<file path="config.mk">
export PLATFORM = sky130hd
export DESIGN_NAME = z80_bus_bridge
export DESIGN_NICKNAME = d
export VERILOG_FILES = /design/src/rtl/z80_bridge_pkg.sv /design/src/rtl/z80_bridge_timer.sv /design/src/rtl/z80_bus_bridge.sv
export SDC_FILE = /design/constraint.sdc
export NUM_CORES = 1
export LEC_CHECK = 0
export BUFFER_PORTS_ARGS = -buffer_cell sky130_fd_sc_hd__buf_4
export CORE_MARGIN = 3
export CORE_UTILIZATION = 47
export DETAILED_ROUTE_END_ITERATION = 12
export PLACE_DENSITY = 0.85
export SKIP_LAST_GASP = 1
export SYNTH_ARGS = -nofsm -noshare
export SYNTH_HDL_FRONTEND = slang
export SYNTH_HIERARCHICAL = 1
export SYNTH_SLANG_ARGS = --single-unit
</file>
<file path="constraint.sdc">
create_clock -name CLK -period 1.9 [get_ports CLK]
set_input_delay 0.19 -clock CLK [delete_from_list [all_inputs] [get_ports CLK]]
set_output_delay 0.19 -clock CLK [all_outputs]
set_load 0.01 [all_outputs]
</file>
<file path="src/rtl/z80_bridge_pkg.sv">
// rtl/z80_bridge_pkg.sv - shared types and constants for the Z80 bus bridge
package z80_bridge_pkg;

    typedef enum logic [1:0] {
        IDLE,
        ARM,
        REQ,
        DONE
    } state_e;

    typedef enum logic [1:0] {
        CYC_MEM,
        CYC_IO,
        CYC_INTA
    } cyc_e;

    // Value returned to the CPU when the backing store never answers
    localparam logic [7:0] FLOAT_DATA = 8'hFF;

endpackage

</file>
<file path="src/rtl/z80_bridge_timer.sv">
// rtl/z80_bridge_timer.sv - wait-length counter and request timeout counter
module z80_bridge_timer #(
    parameter int MIN_WAIT = 1,
    parameter int TIMEOUT  = 255
) (
    input  logic clk,
    input  logic reset,
    input  logic wait_clr,
    input  logic wait_en,
    input  logic to_clr,
    input  logic to_en,
    output logic wait_met,
    output logic timed_out
);

    localparam logic [7:0]  WAIT_MIN = 8'(MIN_WAIT);
    localparam logic [15:0] TO_LAST  = 16'(TIMEOUT - 1);

    logic [7:0]  wait_cnt_q, wait_cnt_d;
    logic [15:0] to_cnt_q, to_cnt_d;

    // Next-count logic: clear wins, both counters saturate instead of wrapping
    always_comb begin
        wait_cnt_d = wait_cnt_q;
        if (wait_clr) begin
            wait_cnt_d = '0;
        end else if (wait_en && (wait_cnt_q != 8'hFF)) begin
            wait_cnt_d = wait_cnt_q + 8'd1;
        end
        to_cnt_d = to_cnt_q;
        if (to_clr) begin
            to_cnt_d = '0;
        end else if (to_en && (to_cnt_q != 16'hFFFF)) begin
            to_cnt_d = to_cnt_q + 16'd1;
        end
    end

    // Counter registers
    always_ff @(posedge clk) begin
        if (reset) begin
            wait_cnt_q <= '0;
            to_cnt_q   <= '0;
        end else begin
            wait_cnt_q <= wait_cnt_d;
            to_cnt_q   <= to_cnt_d;
        end
    end

    assign wait_met  = (wait_cnt_q >= WAIT_MIN);
    // Fires on the TIMEOUT-th REQ edge: the count was cleared on REQ entry
    assign timed_out = to_en && (to_cnt_q == TO_LAST);

endmodule

</file>
<file path="src/rtl/z80_bus_bridge.sv">
// rtl/z80_bus_bridge.sv - Z80 bus responder turning CPU cycles into req/ack transactions
module z80_bus_bridge
    import z80_bridge_pkg::*;
#(
    parameter int MIN_WAIT = 1,
    parameter int TIMEOUT  = 255
) (
    input  logic        CLK,
    input  logic        RESET,
    input  logic        nM1,
    input  logic        nMREQ,
    input  logic        nIORQ,
    input  logic        nRD,
    input  logic        nWR,
    input  logic        nRFSH,
    input  logic [15:0] A,
    input  logic [7:0]  D_in,
    output logic [7:0]  D_out,
    output logic        D_oe,
    output logic        nWAIT,
    input  logic [7:0]  int_vector,
    output logic        mem_req,
    output logic        mem_we,
    output logic        mem_io,
    output logic [15:0] mem_addr,
    output logic [7:0]  mem_wdata,
    input  logic        mem_ack,
    input  logic [7:0]  mem_rdata,
    output logic        err_timeout
);

    state_e      state_q, state_d;
    cyc_e        cyc_q, cyc_d;
    logic        n_wait_q, n_wait_d;
    logic        d_oe_q, d_oe_d;
    logic [7:0]  d_out_q, d_out_d;
    logic        mem_req_q, mem_req_d;
    logic        mem_we_q, mem_we_d;
    logic        mem_io_q, mem_io_d;
    logic [15:0] mem_addr_q, mem_addr_d;
    logic [7:0]  mem_wdata_q, mem_wdata_d;
    logic        err_q, err_d;

    logic wait_clr, to_clr, wait_met, timed_out;
    logic cycle_start, strobes_idle, read_cycle;

    z80_bridge_timer #(
        .MIN_WAIT (MIN_WAIT),
        .TIMEOUT  (TIMEOUT)
    ) u_timer (
        .clk       (CLK),
        .reset     (RESET),
        .wait_clr  (wait_clr),
        .wait_en   (state_q != IDLE),
        .to_clr    (to_clr),
        .to_en     (state_q == REQ),
        .wait_met  (wait_met),
        .timed_out (timed_out)
    );

    // Refresh cycles assert nMREQ too, so they are masked out by nRFSH
    assign cycle_start  = (!nMREQ && nRFSH) || !nIORQ;
    assign strobes_idle = nMREQ && nIORQ;
    assign read_cycle   = (cyc_q != CYC_INTA) && !mem_we_q;

    // Cycle FSM next-state and registered-output logic
    always_comb begin
        state_d     = state_q;
        cyc_d       = cyc_q;
        n_wait_d    = n_wait_q;
        d_oe_d      = d_oe_q;
        d_out_d     = d_out_q;
        mem_req_d   = mem_req_q;
        mem_we_d    = mem_we_q;
        mem_io_d    = mem_io_q;
        mem_addr_d  = mem_addr_q;
        mem_wdata_d = mem_wdata_q;
        err_d       = 1'b0;
        wait_clr    = 1'b0;
        to_clr      = 1'b0;
        case (state_q)
            IDLE: begin
                n_wait_d = 1'b1;
                d_oe_d   = 1'b0;
                if (cycle_start) begin
                    state_d    = ARM;
                    n_wait_d   = 1'b0;
                    mem_addr_d = A;
                    mem_io_d   = !nIORQ;
                    cyc_d      = (!nM1 && !nIORQ) ? CYC_INTA : (!nIORQ ? CYC_IO : CYC_MEM);
                    wait_clr   = 1'b1;
                end
            end
            ARM: begin
                n_wait_d = 1'b0;
                if (cyc_q == CYC_INTA) begin
                    d_out_d  = int_vector;
                    state_d  = DONE;
                    n_wait_d = wait_met;
                    d_oe_d   = !nIORQ;
                end else if (!nRD) begin
                    // nRD wins when both direction strobes are low
                    mem_we_d  = 1'b0;
                    mem_req_d = 1'b1;
                    to_clr    = 1'b1;
                    state_d   = REQ;
                end else if (!nWR) begin
                    mem_wdata_d = D_in;
                    mem_we_d    = 1'b1;
                    mem_req_d   = 1'b1;
                    to_clr      = 1'b1;
                    state_d     = REQ;
                end else if (strobes_idle) begin
                    state_d  = IDLE;
                    n_wait_d = 1'b1;
                end
            end
            REQ: begin
                n_wait_d = 1'b0;
                // An ack on the timeout edge still counts as a normal completion
                if (mem_ack || timed_out) begin
                    if (mem_ack) begin
                        if (!mem_we_q) begin
                            d_out_d = mem_rdata;
                        end
                    end else begin
                        d_out_d = FLOAT_DATA;
                        err_d   = 1'b1;
                    end
                    mem_req_d = 1'b0;
                    state_d   = DONE;
                    n_wait_d  = wait_met;
                    d_oe_d    = !mem_we_q && !nRD;
                end
            end
            DONE: begin
                n_wait_d = wait_met;
                d_oe_d   = (cyc_q == CYC_INTA) ? !nIORQ : (read_cycle && !nRD);
                if (strobes_idle) begin
                    state_d  = IDLE;
                    n_wait_d = 1'b1;
                    d_oe_d   = 1'b0;
                end
            end
            default: state_d = IDLE;
        endcase
    end

    // State and output registers; reset drops any transaction in flight
    always_ff @(posedge CLK) begin
        if (RESET) begin
            state_q     <= IDLE;
            cyc_q       <= CYC_MEM;
            n_wait_q    <= 1'b1;
            d_oe_q      <= 1'b0;
            d_out_q     <= 8'h00;
            mem_req_q   <= 1'b0;
            mem_we_q    <= 1'b0;
            mem_io_q    <= 1'b0;
            mem_addr_q  <= 16'h0000;
            mem_wdata_q <= 8'h00;
            err_q       <= 1'b0;
        end else begin
            state_q     <= state_d;
            cyc_q       <= cyc_d;
            n_wait_q    <= n_wait_d;
            d_oe_q      <= d_oe_d;
            d_out_q     <= d_out_d;
            mem_req_q   <= mem_req_d;
            mem_we_q    <= mem_we_d;
            mem_io_q    <= mem_io_d;
            mem_addr_q  <= mem_addr_d;
            mem_wdata_q <= mem_wdata_d;
            err_q       <= err_d;
        end
    end

    assign nWAIT       = n_wait_q;
    assign D_oe        = d_oe_q;
    assign D_out       = d_out_q;
    assign mem_req     = mem_req_q;
    assign mem_we      = mem_we_q;
    assign mem_io      = mem_io_q;
    assign mem_addr    = mem_addr_q;
    assign mem_wdata   = mem_wdata_q;
    assign err_timeout = err_q;

endmodule

</file>
; Word level (Yosys, flattened, before mapping)
; Index checks and enable logic that the tools add are counted.
; Widths: inputs -> output; s select.
[word_totals]
in_bits = 49
mem_bits_ro = 0
register_bits = 66
latch_bits = 0
mem_bits_rw = 0
memories = 0
[op_classes]
n_eq_ne = 15
multipliers = 0
n_reduce_logical = 29
muxes = 40
div = 0
shift = 0
bitwise = 4
n_addsub = 2
magnitude_cmp = 1
[ops]
columns = cell, count
row1 = $mux 8, 4
row2 = $mux 1, 24
row3 = $add 16x1->16 const B, 1
row4 = $eq 16x8->1 const B, 1
row5 = $ne 16x16->1 const B, 1
row6 = $pmux 8 s2, 1
row7 = $mux 2, 7
row8 = $ne 2x2->1 const B, 6
row9 = $reduce_and 4->1, 3
row10 = $logic_and 1x1->1, 9
row11 = $add 8x1->8 const B, 1
row12 = $ge 8x1->1 const B, 1
row13 = $ne 8x8->1 const B, 1
row14 = $pmux 1 s4, 2
row15 = $pmux 2 s4, 1
row16 = $eq 2x2->1 const B, 3
row17 = $ne 3x3->1 const B, 2
row18 = $reduce_and 2->1, 3
row19 = $logic_not 1->1, 5
row20 = $not 1->1, 4
row21 = $reduce_bool 2->1, 2
row22 = $reduce_or 2->1, 2
row23 = $reduce_and 3->1, 1
row24 = $reduce_or 3->1, 1
row25 = other kinds (4), 5

; Longest topological paths before layout
[depth]
depth_word = 6
mapped_depth = 12

; Modules after synthesis
; The synthesis kept the hierarchy.
[modules_own_cells]
columns = mod, n_inst, area_per_inst_um2, cells_per_inst
row1 = z80_bus_bridge, 1, 1890.6, 193
row2 = z80_bridge_timer, 1, 1325.0, 153

; Least setup slack after synthesis
; Ideal clock, no wire load.
[synth_path]
path_type = reg2reg
start = reg state_q[1]
end = reg d_out_q[0] (netlist: D_out[0])
n_path_buf = 4
path_slack_ns = -0.156
required_ns = 1.840
stages_incl_launch_ff = 13
arrival_time_ns = 1.996
cell_sequence = dfxtp_1 -> buf_6 -> nand2b_4 -> buf_6 -> clkinv_8 -> buf_6 -> nand2_1 -> nor4_1 -> and2b_1 -> o21ai_4 -> buf_6 -> a2111oi_2 -> a41o_1
[synth_between]
elab_chain_cells = 5
[synth_rtl]
columns = item, line_no
row1 = start: declaration, z80_bus_bridge.sv:32  ; state_e state_q, state_d;
row2 = start signal: assignment, z80_bus_bridge.sv:164  ; state_q <= state_d;
row3 = $eq 2x2->1, z80_bus_bridge.sv:56  ; .to_en (state_q == REQ),
row4 = $logic_and 1x1->1, z80_bridge_timer.sv:51  ; assign timed_out = to_en && (to_cnt_q == TO_LAST);
row5 = via timed_out, z80_bus_bridge.sv:44  ; logic wait_clr, to_clr, wait_met, timed_out;
row6 = $logic_or 1x1->1, z80_bus_bridge.sv:121  ; if (mem_ack || timed_out) begin
row7 = $ne 2x2->1 (no line), -
row8 = $reduce_and 4->1 (no line), -
row9 = end signal: assignment, z80_bus_bridge.sv:168  ; d_out_q <= d_out_d;
row10 = end: declaration, z80_bus_bridge.sv:36  ; logic [7:0] d_out_q, d_out_d;
; The timed path passes the listed nets, and every way through them passes these cells.
; A chain may end at the register's enable or synchronous reset.

; Worst setup path in the final report
[layout_path]
start = reg u_timer.to_cnt_q[12]
end = reg d_out_q[3] (netlist: D_out[3])
[layout_between]
elab_chain_cells = 5
[layout_rtl]
columns = item, line_no
row1 = start: declaration, z80_bridge_timer.sv:20  ; logic [15:0] to_cnt_q, to_cnt_d;
row2 = start signal: assignment, z80_bridge_timer.sv:45  ; to_cnt_q <= to_cnt_d;
row3 = $eq 16x8->1, z80_bridge_timer.sv:51
row4 = $logic_and 1x1->1, z80_bridge_timer.sv:51
row5 = via timed_out, z80_bus_bridge.sv:44
row6 = $logic_or 1x1->1, z80_bus_bridge.sv:121
row7 = $ne 2x2->1 (no line), -
row8 = $reduce_and 4->1 (no line), -
; The timed path passes the listed nets, and every way through them passes these cells.

==> flow_metrics.tcl <==
set metrics [dict create \
    min-delay-start "A[2]" \
    clkPwrFrac_pct 36.3 \
    finalSetupViolations 8 \
    synthCells 346 \
    post-route-period-util_pct 104.9 \
    power.total_mw 3.567 \
    io_pins 87 \
    setup.worst_path.end_class "flip-flop" \
    areaGrowthSynthToFinish_pct 38.91 \
    clk_latency_ns 0.35 \
    wl_per_cell_um 16.20 \
    clock_skew_ns 0.008136 \
    timing.fmax_mhz 501.7 \
    switching_share_pct 28.06 \
    r2r_start "u_timer/to_cnt_q[12]" \
    tightest_slew_ns 0.6038 \
    p_seq_share_pct 43.0 \
    via_per_inst 5.789 \
    ir_drop_mv 0.5272 \
    cts_sinks 66 \
    final_common_cell "buf_4" \
    dp_hpwl_mm 5.957 \
    rsz0062_at_grt "true" \
    path_class "flip-flop to flip-flop" \
    vias 3080 \
    maxSlewViolCount 0 \
    fin_util_pct 68.77 \
    drtAntennaViolNets 0 \
    die_y_um 88.72 \
    grt_pass1_wl_mm 13.86 \
    p_int_mw 2.566 \
    cts_buffer_depth 2 \
    insertedDiodeCount 0 \
    fin_ws_ns -0.09326 \
    synth_flop_cell "dfxtp_1" \
    cp-startpoint "u_timer/to_cnt_q[12]" \
    synth_cell_type_count 66 \
    start_kind "flip-flop" \
    crit_fanout 6 \
    rows 29 \
    drc 0 \
    drtPass1Iterations 4 \
    nets 504 \
    worstPathArrival_ns 2.23 \
    drt-total-wl_mm 8.621 \
    core_um2 6495 \
    cts_tree "done" \
    initial_core_util_pct 49.51 \
    syn_area_per_cell_um2 9.294 \
    grt_max_degree 36 \
    cp.required_ns 2.14 \
    grt_antenna_before_repair 0 \
    status "complete, but fails checks" \
    final_cell_mix "112 x buf_4, 62 x dfxtp_1, 50 x nor2_1" \
    dieArea_um2 7870 \
    max_cap_viol_count 0 \
    first_global_vias 2962 \
    hold_class "primary input to flip-flop" \
    root_buffer "clkbuf_8" \
    min_period_ns 1.993 \
    slew_headroom_pct 59.70 \
    synth-seq-area-share_pct 41.09 \
    cts_max_level 3 \
    gp_congestion 0.8663 \
    clk_pin_slew_ns 0.08 \
    cts_made_buffers 9 \
    portBuffers 86 \
    fillers 454 \
    synth-edff-count 0 \
    holdWs_ns 0.07127 \
    syn_nets 400 \
    p_leak_nw 1.911 \
    drive_above_1_share_pct 37.14 \
    postSynth.asyncResetShare_pct 0 \
    violations "negative setup slack" \
    die_x_um 88.72 \
    pwr-share-comb_pct 20.7 \
    grt-ovfl-total 0 \
    yosys_warnings 6 \
    powerDensity_nw_per_um2 798.6 \
    drt_iter0_drc 149 \
    p_sw_mw 1.001 \
    syn_area_um2 3216 \
    grtUsageTotal_pct 22.76 \
    synth-seq-cells 66 \
    final-hold-violation-count 0 \
]
-- Yosys cell counts (2+ instances only) --
master | instances | area share [%]
a2111oi_0 | 6 | 1.6
a2111oi_2 | 2 | 0.93
a211oi_1 | 4 | 0.93
a21oi_1 | 14 | 2.2
a31oi_1 | 10 | 1.9
a32o_1 | 2 | 0.62
a41o_1 | 9 | 2.8
and2_1 | 3 | 0.58
and2b_1 | 2 | 0.47
and3_1 | 8 | 1.6
and4_1 | 6 | 1.6
buf_1 | 2 | 0.23
buf_2 | 2 | 0.31
buf_4 | 2 | 0.47
buf_6 | 7 | 2.5
clkbuf_1 | 8 | 0.93
dfxtp_1 | 66 | 41
ha_1 | 5 | 1.9
inv_1 | 6 | 0.70
mux2i_1 | 25 | 7.8
nand2_1 | 18 | 2.1
nand2b_1 | 3 | 0.58
nand3_1 | 8 | 1.2
nand4_1 | 3 | 0.58
nor2_1 | 50 | 5.8
nor2b_1 | 2 | 0.39
nor3_1 | 4 | 0.62
nor3b_1 | 8 | 1.9
nor4_1 | 4 | 0.78
nor4b_1 | 3 | 0.82
o2111ai_1 | 2 | 0.54
o211a_1 | 2 | 0.62
o21ai_0 | 6 | 0.93
o31ai_1 | 4 | 0.93
or2_2 | 3 | 0.58
or4_1 | 4 | 0.93
xor2_1 | 4 | 1.1
-- critical path: stages, from the launching register on --
cell and delay, ns:
dfxtp_2 0.34, nor4_4 0.27, nand3_1 0.14, nor4_4 0.25, and2b_2 0.22, o21ai_4 0.09, clkbuf_16 0.17, buf_4 0.14
a41o_1 0.25
-- final timing paths --
kind                            slack (ns)           to  cells past startpoint
worst max register to register       -0.09     D_out[3]                      8
worst max-delay path                 -0.09     D_out[3]                      8
worst min-delay path                  0.07  mem_addr[2]                      3
worst min register to register        0.49     cyc_q[1]                      2
-- what timing repair did --
action | CTS | global route
pin swaps | 13 | 1
gates cloned | 1 | 0
buffers inserted | 3 | 0
gates resized for setup | 27 | 8
hold buffers | 0 | 0
endpoints found under the setup margin | 8 | 15
-- layer usage --
layer	GRT usage, %	part of all wire (%)	vias up
met4	10.16	2.3	0
met2	37.31	50	102
met5	0	0	-
li1	-	-	1488
met3	7.542	6.6	18
met1	27.04	41	1472
-- power by group through the flow --
stage                     Combinational, mW  Clock, mW  Sequential, mW
after floorplan                       0.400          0            1.57
after global placement                0.651          0            1.55
after detailed placement              0.670          0            1.56
after CTS                             0.730       1.31            1.53
after global routing                  0.803       1.37            1.54
final                                 0.739       1.29            1.53
-- state kept, by name (all words and copies together), names as in the netlist, 2 cells and up --
register	cells
mem_wdata	8
cyc_q	2
u_timer/wait_cnt_q	8
mem_addr	16
state_q	2
D_out	8
u_timer/to_cnt_q	16
-- final cells by class --
cell class	instances	area (um2)	share of cell area, %
Multi-Input combinational cell	248	1874	41.96
Sequential cell	66	1329	29.75
Timing Repair Buffer	115	897.1	20.08
Clock buffer	9	123.9	2.773
Tap cell	77	96.34	2.157
Clock inverter	7	93.84	2.101
Inverter	10	52.55	1.176
-- stage by stage --
stage               area, um2  setup WS [ns]  cells  setup TNS [ns]
finish                   4467       -0.09326    532         -0.4572
detailed placement       4001        -0.3378    512          -1.857
CTS                      4447       -0.07199    532         -0.4160
global placement         4001       -0.08516    512         -0.5238
global route             4467        -0.1356    532         -0.9026
floorplan                3226       -0.01578    346        -0.03156
-- logic make-up (layout without fill, tap and decap cells) --
group | count (synthesis) | after routing | share of synthesized area (%)
buffers and inverters | 32 | 141 | 6.498
AND/OR/NAND/NOR | 139 | 139 | 23.35
multiplexers | 25 | 25 | 7.782
XOR/XNOR | 5 | 5 | 1.362
flip-flops | 66 | 66 | 41.09
AO/OA/AOI/OAI | 74 | 74 | 17.98
adder cells (fa/ha/maj) | 5 | 5 | 1.946
Note: power is estimated with default switching activity, not from simulation.
